**src/rtl/serial_tx_if.sv**
```systemverilog
// Parallel-load / serial-out bus for serial_tx.
// The master drives load/data and receives the serial line and status flags.
interface serial_tx_if #(
    parameter int unsigned WIDTH = 8
);
    logic             load;
    logic [WIDTH-1:0] data;
    logic             s;
    logic             busy;
    logic             done;

    modport master (
        output load,
        output data,
        input  s,
        input  busy,
        input  done
    );

    modport slave (
        input  load,
        input  data,
        output s,
        output busy,
        output done
    );
endinterface

```
**src/rtl/serial_tx.sv**
```systemverilog
// Start/data(LSB first)/stop serial transmitter with DIV clocks per bit.
// Define SERIAL_TX_PARITY_EN to insert an even-parity bit between DATA and STOP.
module serial_tx #(
    parameter int unsigned WIDTH = 8,
    parameter int unsigned DIV   = 4
) (
    input logic         clk,
    input logic         clear,
    serial_tx_if.slave  bus
);

    localparam int unsigned CntW = (DIV > 1) ? $clog2(DIV) : 1;
    localparam int unsigned BitW = (WIDTH > 1) ? $clog2(WIDTH) : 1;
    localparam logic [CntW-1:0] DivLast = CntW'(DIV - 1);
    localparam logic [BitW-1:0] BitLast = BitW'(WIDTH - 1);

`ifdef SERIAL_TX_PARITY_EN
    typedef enum logic [2:0] {
        StIdle,
        StStart,
        StData,
        StParity,
        StStop
    } state_e;
`else
    typedef enum logic [2:0] {
        StIdle,
        StStart,
        StData,
        StStop
    } state_e;
`endif

    state_e           r_state, w_state_d;
    logic [WIDTH-1:0] r_shift, w_shift_d;
    logic [BitW-1:0]  r_bit_cnt, w_bit_cnt_d;
    logic [CntW-1:0]  r_div_cnt, w_div_cnt_d;
    logic             r_s, w_s_d;
    logic             r_busy, w_busy_d;
    logic             r_done, w_done_d;
    logic             w_tick;
`ifdef SERIAL_TX_PARITY_EN
    logic             r_par, w_par_d;
`endif

    // Bit boundary: the period counter reloads instead of wrapping, so DIV=1 is safe.
    assign w_tick = (r_div_cnt == '0);

    always_comb begin
        w_state_d   = r_state;
        w_shift_d   = r_shift;
        w_bit_cnt_d = r_bit_cnt;
        w_div_cnt_d = r_div_cnt;
        w_s_d       = r_s;
        w_done_d    = 1'b0;
`ifdef SERIAL_TX_PARITY_EN
        w_par_d     = r_par;
`endif

        unique case (r_state)
            StIdle: begin
                if (bus.load) begin
                    w_state_d   = StStart;
                    w_shift_d   = bus.data;
                    w_bit_cnt_d = '0;
                    w_div_cnt_d = DivLast;
                    w_s_d       = 1'b0;
`ifdef SERIAL_TX_PARITY_EN
                    w_par_d     = ^bus.data;
`endif
                end
            end
            StStart: begin
                if (w_tick) begin
                    w_state_d   = StData;
                    w_div_cnt_d = DivLast;
                    w_s_d       = r_shift[0];
                end else begin
                    w_div_cnt_d = r_div_cnt - 1'b1;
                end
            end
            StData: begin
                if (w_tick) begin
                    w_div_cnt_d = DivLast;
                    if (r_bit_cnt == BitLast) begin
`ifdef SERIAL_TX_PARITY_EN
                        w_state_d = StParity;
                        w_s_d     = r_par;
`else
                        w_state_d = StStop;
                        w_s_d     = 1'b1;
`endif
                    end else begin
                        w_shift_d   = r_shift >> 1;
                        w_bit_cnt_d = r_bit_cnt + 1'b1;
                        w_s_d       = w_shift_d[0];
                    end
                end else begin
                    w_div_cnt_d = r_div_cnt - 1'b1;
                end
            end
`ifdef SERIAL_TX_PARITY_EN
            StParity: begin
                if (w_tick) begin
                    w_state_d   = StStop;
                    w_div_cnt_d = DivLast;
                    w_s_d       = 1'b1;
                end else begin
                    w_div_cnt_d = r_div_cnt - 1'b1;
                end
            end
`endif
            StStop: begin
                if (w_tick) begin
                    w_state_d   = StIdle;
                    w_div_cnt_d = '0;
                    w_s_d       = 1'b1;
                    w_done_d    = 1'b1;
                end else begin
                    w_div_cnt_d = r_div_cnt - 1'b1;
                end
            end
            default: begin
                w_state_d = StIdle;
                w_s_d     = 1'b1;
            end
        endcase

        w_busy_d = (w_state_d != StIdle);
    end

    always_ff @(posedge clk or posedge clear) begin
        if (clear) begin
            r_state   <= StIdle;
            r_shift   <= '0;
            r_bit_cnt <= '0;
            r_div_cnt <= '0;
            r_s       <= 1'b1;
            r_busy    <= 1'b0;
            r_done    <= 1'b0;
`ifdef SERIAL_TX_PARITY_EN
            r_par     <= 1'b0;
`endif
        end else begin
            r_state   <= w_state_d;
            r_shift   <= w_shift_d;
            r_bit_cnt <= w_bit_cnt_d;
            r_div_cnt <= w_div_cnt_d;
            r_s       <= w_s_d;
            r_busy    <= w_busy_d;
            r_done    <= w_done_d;
`ifdef SERIAL_TX_PARITY_EN
            r_par     <= w_par_d;
`endif
        end
    end

    assign bus.s    = r_s;
    assign bus.busy = r_busy;
    assign bus.done = r_done;

endmodule

```
**src/flat_wrapper.sv**
```systemverilog
// flat-port wrapper written by rule: the top's interface ports become plain ports
module serial_tx_flat 
#(
    parameter int unsigned WIDTH = 8,
    parameter int unsigned DIV   = 4
)
  (clk, clear, bus_load, bus_data, bus_s, bus_busy, bus_done);
  serial_tx_if #(.WIDTH(WIDTH)) bus_i ();
  input logic clk;
  input logic clear;
  input wire logic [$bits(bus_i.load)-1:0] bus_load;
  input wire logic [$bits(bus_i.data)-1:0] bus_data;
  output wire logic [$bits(bus_i.s)-1:0] bus_s;
  output wire logic [$bits(bus_i.busy)-1:0] bus_busy;
  output wire logic [$bits(bus_i.done)-1:0] bus_done;
  assign bus_i.load = bus_load;
  assign bus_i.data = bus_data;
  assign bus_s = bus_i.s;
  assign bus_busy = bus_i.busy;
  assign bus_done = bus_i.done;
  serial_tx #(.WIDTH(WIDTH), .DIV(DIV)) u_core (.clk(clk), .clear(clear), .bus(bus_i));
endmodule
```
**config.mk**
```make
export PLATFORM = sky130hd
export DESIGN_NAME = serial_tx_flat
export DESIGN_NICKNAME = d
export VERILOG_FILES = /design/src/rtl/serial_tx_if.sv /design/src/rtl/serial_tx.sv /design/src/flat_wrapper.sv
export SDC_FILE = /design/constraint.sdc
export NUM_CORES = 1
export LEC_CHECK = 0
export CORE_MARGIN = 2
export CORE_UTILIZATION = 51
export CTS_BUF_LIST = sky130_fd_sc_hd__clkbuf_4
export DETAILED_ROUTE_END_ITERATION = 10
export PLACE_DENSITY = 0.78
export SKIP_CTS_REPAIR_TIMING = 1
export SLEW_MARGIN = 20
export SYNTH_ARGS = -nofsm -noshare
export SYNTH_HDL_FRONTEND = slang
export SYNTH_SLANG_ARGS = --single-unit
```
**constraint.sdc**
```tcl
create_clock -name clk -period 1.8 [get_ports clk]
set_clock_uncertainty 0.1 [all_clocks]
set_input_delay 0.36 -clock clk [delete_from_list [all_inputs] [get_ports clk]]
set_output_delay 0.36 -clock clk [all_outputs]
set_load 0.05 [all_outputs]
```
==> qor.log <==
[status] run status completed
[setup_path] endpoint required time on the critical path 1.88 ns
[timing] maximum clock rate 562 MHz
[routing] detailed-route via count 777
[yosys] share of synthesized area occupied by flip-flops and latches 0.446
[timing] Final Max Slew Viols 0
[yosys] synthesized-area fraction occupied by xor and xnor cells 0.00820
[clocking] clock tree from TritonCTS yes
[final_layout] share of final-layout standard cells stronger than drive strength 1 0.347
[placement] weighted congestion reported at the end of routability-driven placement 0.749
[final_layout] most common library cell in the layout ignoring fill and taps sky130_fd_sc_hd__dfrtp_1
[setup_path] cell class contributing the biggest share of worst-path delay flip-flops
[yosys] share of synthesized cell area in full adder, half adder and majority cells 0.0585
[yosys] Cells after Synth 95
[timing] crit path time final 1.78 ns
[routing] routed length per placed instance 13.7 microns
[placement] detailed placement HPWL 1580 microns
[clocking] Clock transition at path regs 0.10 ns
[yosys] netlist area before placement 1070 sq um
[final_layout] commonest cells after routing, fill and taps aside sky130_fd_sc_hd__dfrtp_1 (18), sky130_fd_sc_hd__buf_4 (15), sky130_fd_sc_hd__mux2_4 (12)
[setup_path] slowest cell delay on critical path 0.40 ns
[final_layout] antenna diode count 0
[routing] Total Routed Length 2030 microns
[global_routing] leftover overflow at the end of global routing 0
[clocking] H-tree depth 1
[yosys] yosys synthesis warning count 0
[setup_path] arrival time at the worst endpoint 1.86 ns
[clocking] TritonCTS sink count 19
[global_routing] global routing usage summed across all routing layers 0.193
[die] Chip Width 49.8 microns
[final_layout] relative area change from synthesis to final layout 30.1%
[final_layout] FILL cells 154
[routing] First-pass DRT Iterations 4
[clocking] deepest clock path buffer count 2
[yosys] area fraction in and, or, nand and nor cells after synthesis 0.138
[die] Site Rows 16
[timing] final setup vio count 0
[die] Die ar. 2480 sq um
[yosys] number of synthesized register bits 19
[placement] placed insts 143
[setup_path] sum of buffers and inverters on the critical path 1
[global_routing] antenna violations before repair 0
[die] effective utilization at floorplan 0.545
[clocking] cell at the root of the clock tree sky130_fd_sc_hd__clkbuf_4
[die] core region area 1960 sq um
[min_path] Hold WC Path Type input pin to asynchronous set/reset pin
[yosys] main combinational cell family by area after synthesis multiplexers
[yosys] fraction of synthesized area in multiplexers 0.192
[setup_path] CP max stage cell sky130_fd_sc_hd__dfrtp_1
[final_layout] count of nets after finishing 138
[global_routing] wire length of the first global-routing pass 3550 microns
[timing] final worst-path setup slack 0.0214 ns
[timing] Final period util 0.988
[run] Max-Cap Viols 0
[final_layout] Util after Layout 0.709
[setup_path] startpoint class of the critical path flop
[routing] antenna viol nets, final 0
[placement] IO Port Bufs 13
[routing] number of remaining DRC errors 0
[timing] final hold violations 0
[yosys] Syn Nets 111
[yosys] count of cell types in the netlist 33
[die] I/O pin cnt 14
[setup_path] start-to-end type of the worst setup path flop to flop
[yosys] fraction of the mapped netlist area in compound gates 0.110
[yosys] post-synthesis average cell area 11.2 sq um
[global_routing] pin count of the biggest net entering global routing 17
[routing] DR vias/cell 5.25
[setup_path] Critical Path Fanout Max 8
[clocking] source-to-sink clock delay at the later pin of the worst-skew pair 0.30 ns
[routing] iteration-0 DRC count of the detailed router 6
[power] Max VDD drop 670 uV
[power] static leakage power 0.658 nW
[timing] RSZ-0062 raised after global routing yes
[clocking] cts bufs inserted 3
[global_routing] number of global-route vias before repair 784
[setup_path] kind of capture point of the worst setup path flop
[final_layout] count of placed standard cells in the final layout, fillers left out 148
[placement] worst slack, placed -0.0850 ns
[power] P per Cell Area 864 nW/um^2
[setup_path] critical path, cell by cell ha_2 > ha_4 > and3b_1 > o21a_1 > buf_12 > mux2_4
[die] Die Y-Extent 49.8 microns
[timing] worst hold margin 0.188 ns
metal layers:
layer  vias to the layer above  GRT usage  share of wire
li1                        386          -              -
met5                         -          0              0
met1                       378      0.243           0.44
met2                         9      0.322           0.52
met4                         0     0.0417         0.0094
met3                         4     0.0636          0.030
area by class of cell:
class	instances	area, sq um	area share
clock buffers	4	30.0	0.0216
flip-flops and latches	19	477	0.343
multi-input cells	66	578	0.416
well taps	27	33.8	0.0243
repair buffers	27	253	0.182
inverters	5	18.8	0.0135
where the power goes:
group	internal, mW	leakage [nW]	switching [mW]
sequential	0.511	0.232	0.0567
clock	0.101	0.0184	0.123
combinational	0.228	0.408	0.181
total	0.840	0.658	0.361
cell usage after synthesis:
cell type	number	area share
sky130_fd_sc_hd__dfrtp_1	18	0.42
sky130_fd_sc_hd__mux2_4	10	0.14
sky130_fd_sc_hd__o21ai_0	7	0.033
sky130_fd_sc_hd__a21oi_1	5	0.023
sky130_fd_sc_hd__ha_1	5	0.059
sky130_fd_sc_hd__inv_1	5	0.018
sky130_fd_sc_hd__mux2_2	4	0.042
sky130_fd_sc_hd__nand2_1	4	0.014
sky130_fd_sc_hd__nor2_1	4	0.014
sky130_fd_sc_hd__clkbuf_1	3	0.011
sky130_fd_sc_hd__nor2b_1	3	0.018
sky130_fd_sc_hd__nand2b_1	2	0.012
sky130_fd_sc_hd__nand3_1	2	0.0094
sky130_fd_sc_hd__nor3b_1	2	0.014
sky130_fd_sc_hd__o31ai_1	2	0.014
sky130_fd_sc_hd__or3_1	2	0.012
sky130_fd_sc_hd__a221o_1	1	0.0094
sky130_fd_sc_hd__a221oi_1	1	0.0082
sky130_fd_sc_hd__and3_1	1	0.0059
sky130_fd_sc_hd__and3b_1	1	0.0082
sky130_fd_sc_hd__buf_2	1	0.0047
sky130_fd_sc_hd__buf_6	1	0.011
sky130_fd_sc_hd__conb_1	1	0.0035
sky130_fd_sc_hd__dfstp_2	1	0.025
sky130_fd_sc_hd__mux2i_1	1	0.0094
sky130_fd_sc_hd__nor3_1	1	0.0047
sky130_fd_sc_hd__nor4b_1	1	0.0082
sky130_fd_sc_hd__o21a_1	1	0.0070
sky130_fd_sc_hd__o21bai_1	1	0.0070
sky130_fd_sc_hd__o31a_1	1	0.0082
sky130_fd_sc_hd__or3b_1	1	0.0082
sky130_fd_sc_hd__or4bb_1	1	0.011
sky130_fd_sc_hd__xor2_1	1	0.0082
worst reg2reg max path: cells and delay by family (launching register included):
| kind | cells | cell delay, ns |
|---|---|---|
| buffers and inverters | 1 | 0.14 |
| AO/OA/AOI/OAI | 1 | 0.16 |
| flip-flops | 1 | 0.40 |
| adder cells (fa/ha/maj) | 2 | 0.36 |
| multiplexers | 1 | 0.30 |
| AND/OR/NAND/NOR | 1 | 0.20 |
sequential cells by signal (all words and copies together), names as in the netlist:
register,cells
u_core.bus.done,1
u_core.bus.busy,1
u_core.bus.s,1
u_core.r_div_cnt,2
u_core.r_bit_cnt,3
u_core.r_state,3
u_core.r_shift,8
worst paths after layout:
| check | start | endpoint | slack [ns] | cells past startpoint |
|---|---|---|---|---|
| max | u_core.r_bit_cnt[1] | u_core.r_shift[4] | 0.02 | 6 |
| min | clear | u_core.r_shift[7] | 0.19 | 2 |
| max reg2reg | u_core.r_bit_cnt[1] | u_core.r_shift[4] | 0.02 | 6 |
| min reg2reg | u_core.r_shift[5] | u_core.r_shift[5] | 0.42 | 1 |
| max in group asynchronous | clear | u_core.r_shift[0] | 0.96 | 3 |
| min in group clk | u_core.r_shift[5] | u_core.r_shift[5] | 0.42 | 1 |
stage by stage:
step | power [mW] | instance area [sq um] | TNS [ns]
final | 1.20 | 1390 | 0
after CTS | 1.19 | 1350 | -0.177
after floorplan | 0.833 | 1070 | 0
after detailed placement | 0.967 | 1320 | -0.426
after global routing | 1.28 | 1390 | -0.162
after global placement | 0.949 | 1320 | -0.405
logic make-up (layout without fill, tap and decap cells):
| group | count (synthesis) | count (layout) |
|---|---|---|
| buffers and inverters | 10 | 36 |
| xor gates and xnor gates | 1 | 1 |
| adders and majority gates | 5 | 5 |
| DFF | 19 | 19 |
| and+or+nand+nor | 25 | 25 |
| muxes | 15 | 15 |
| AOI/OAI and AO/OA | 19 | 19 |
| other | 1 | 1 |
(Power assumes the default switching activity.)
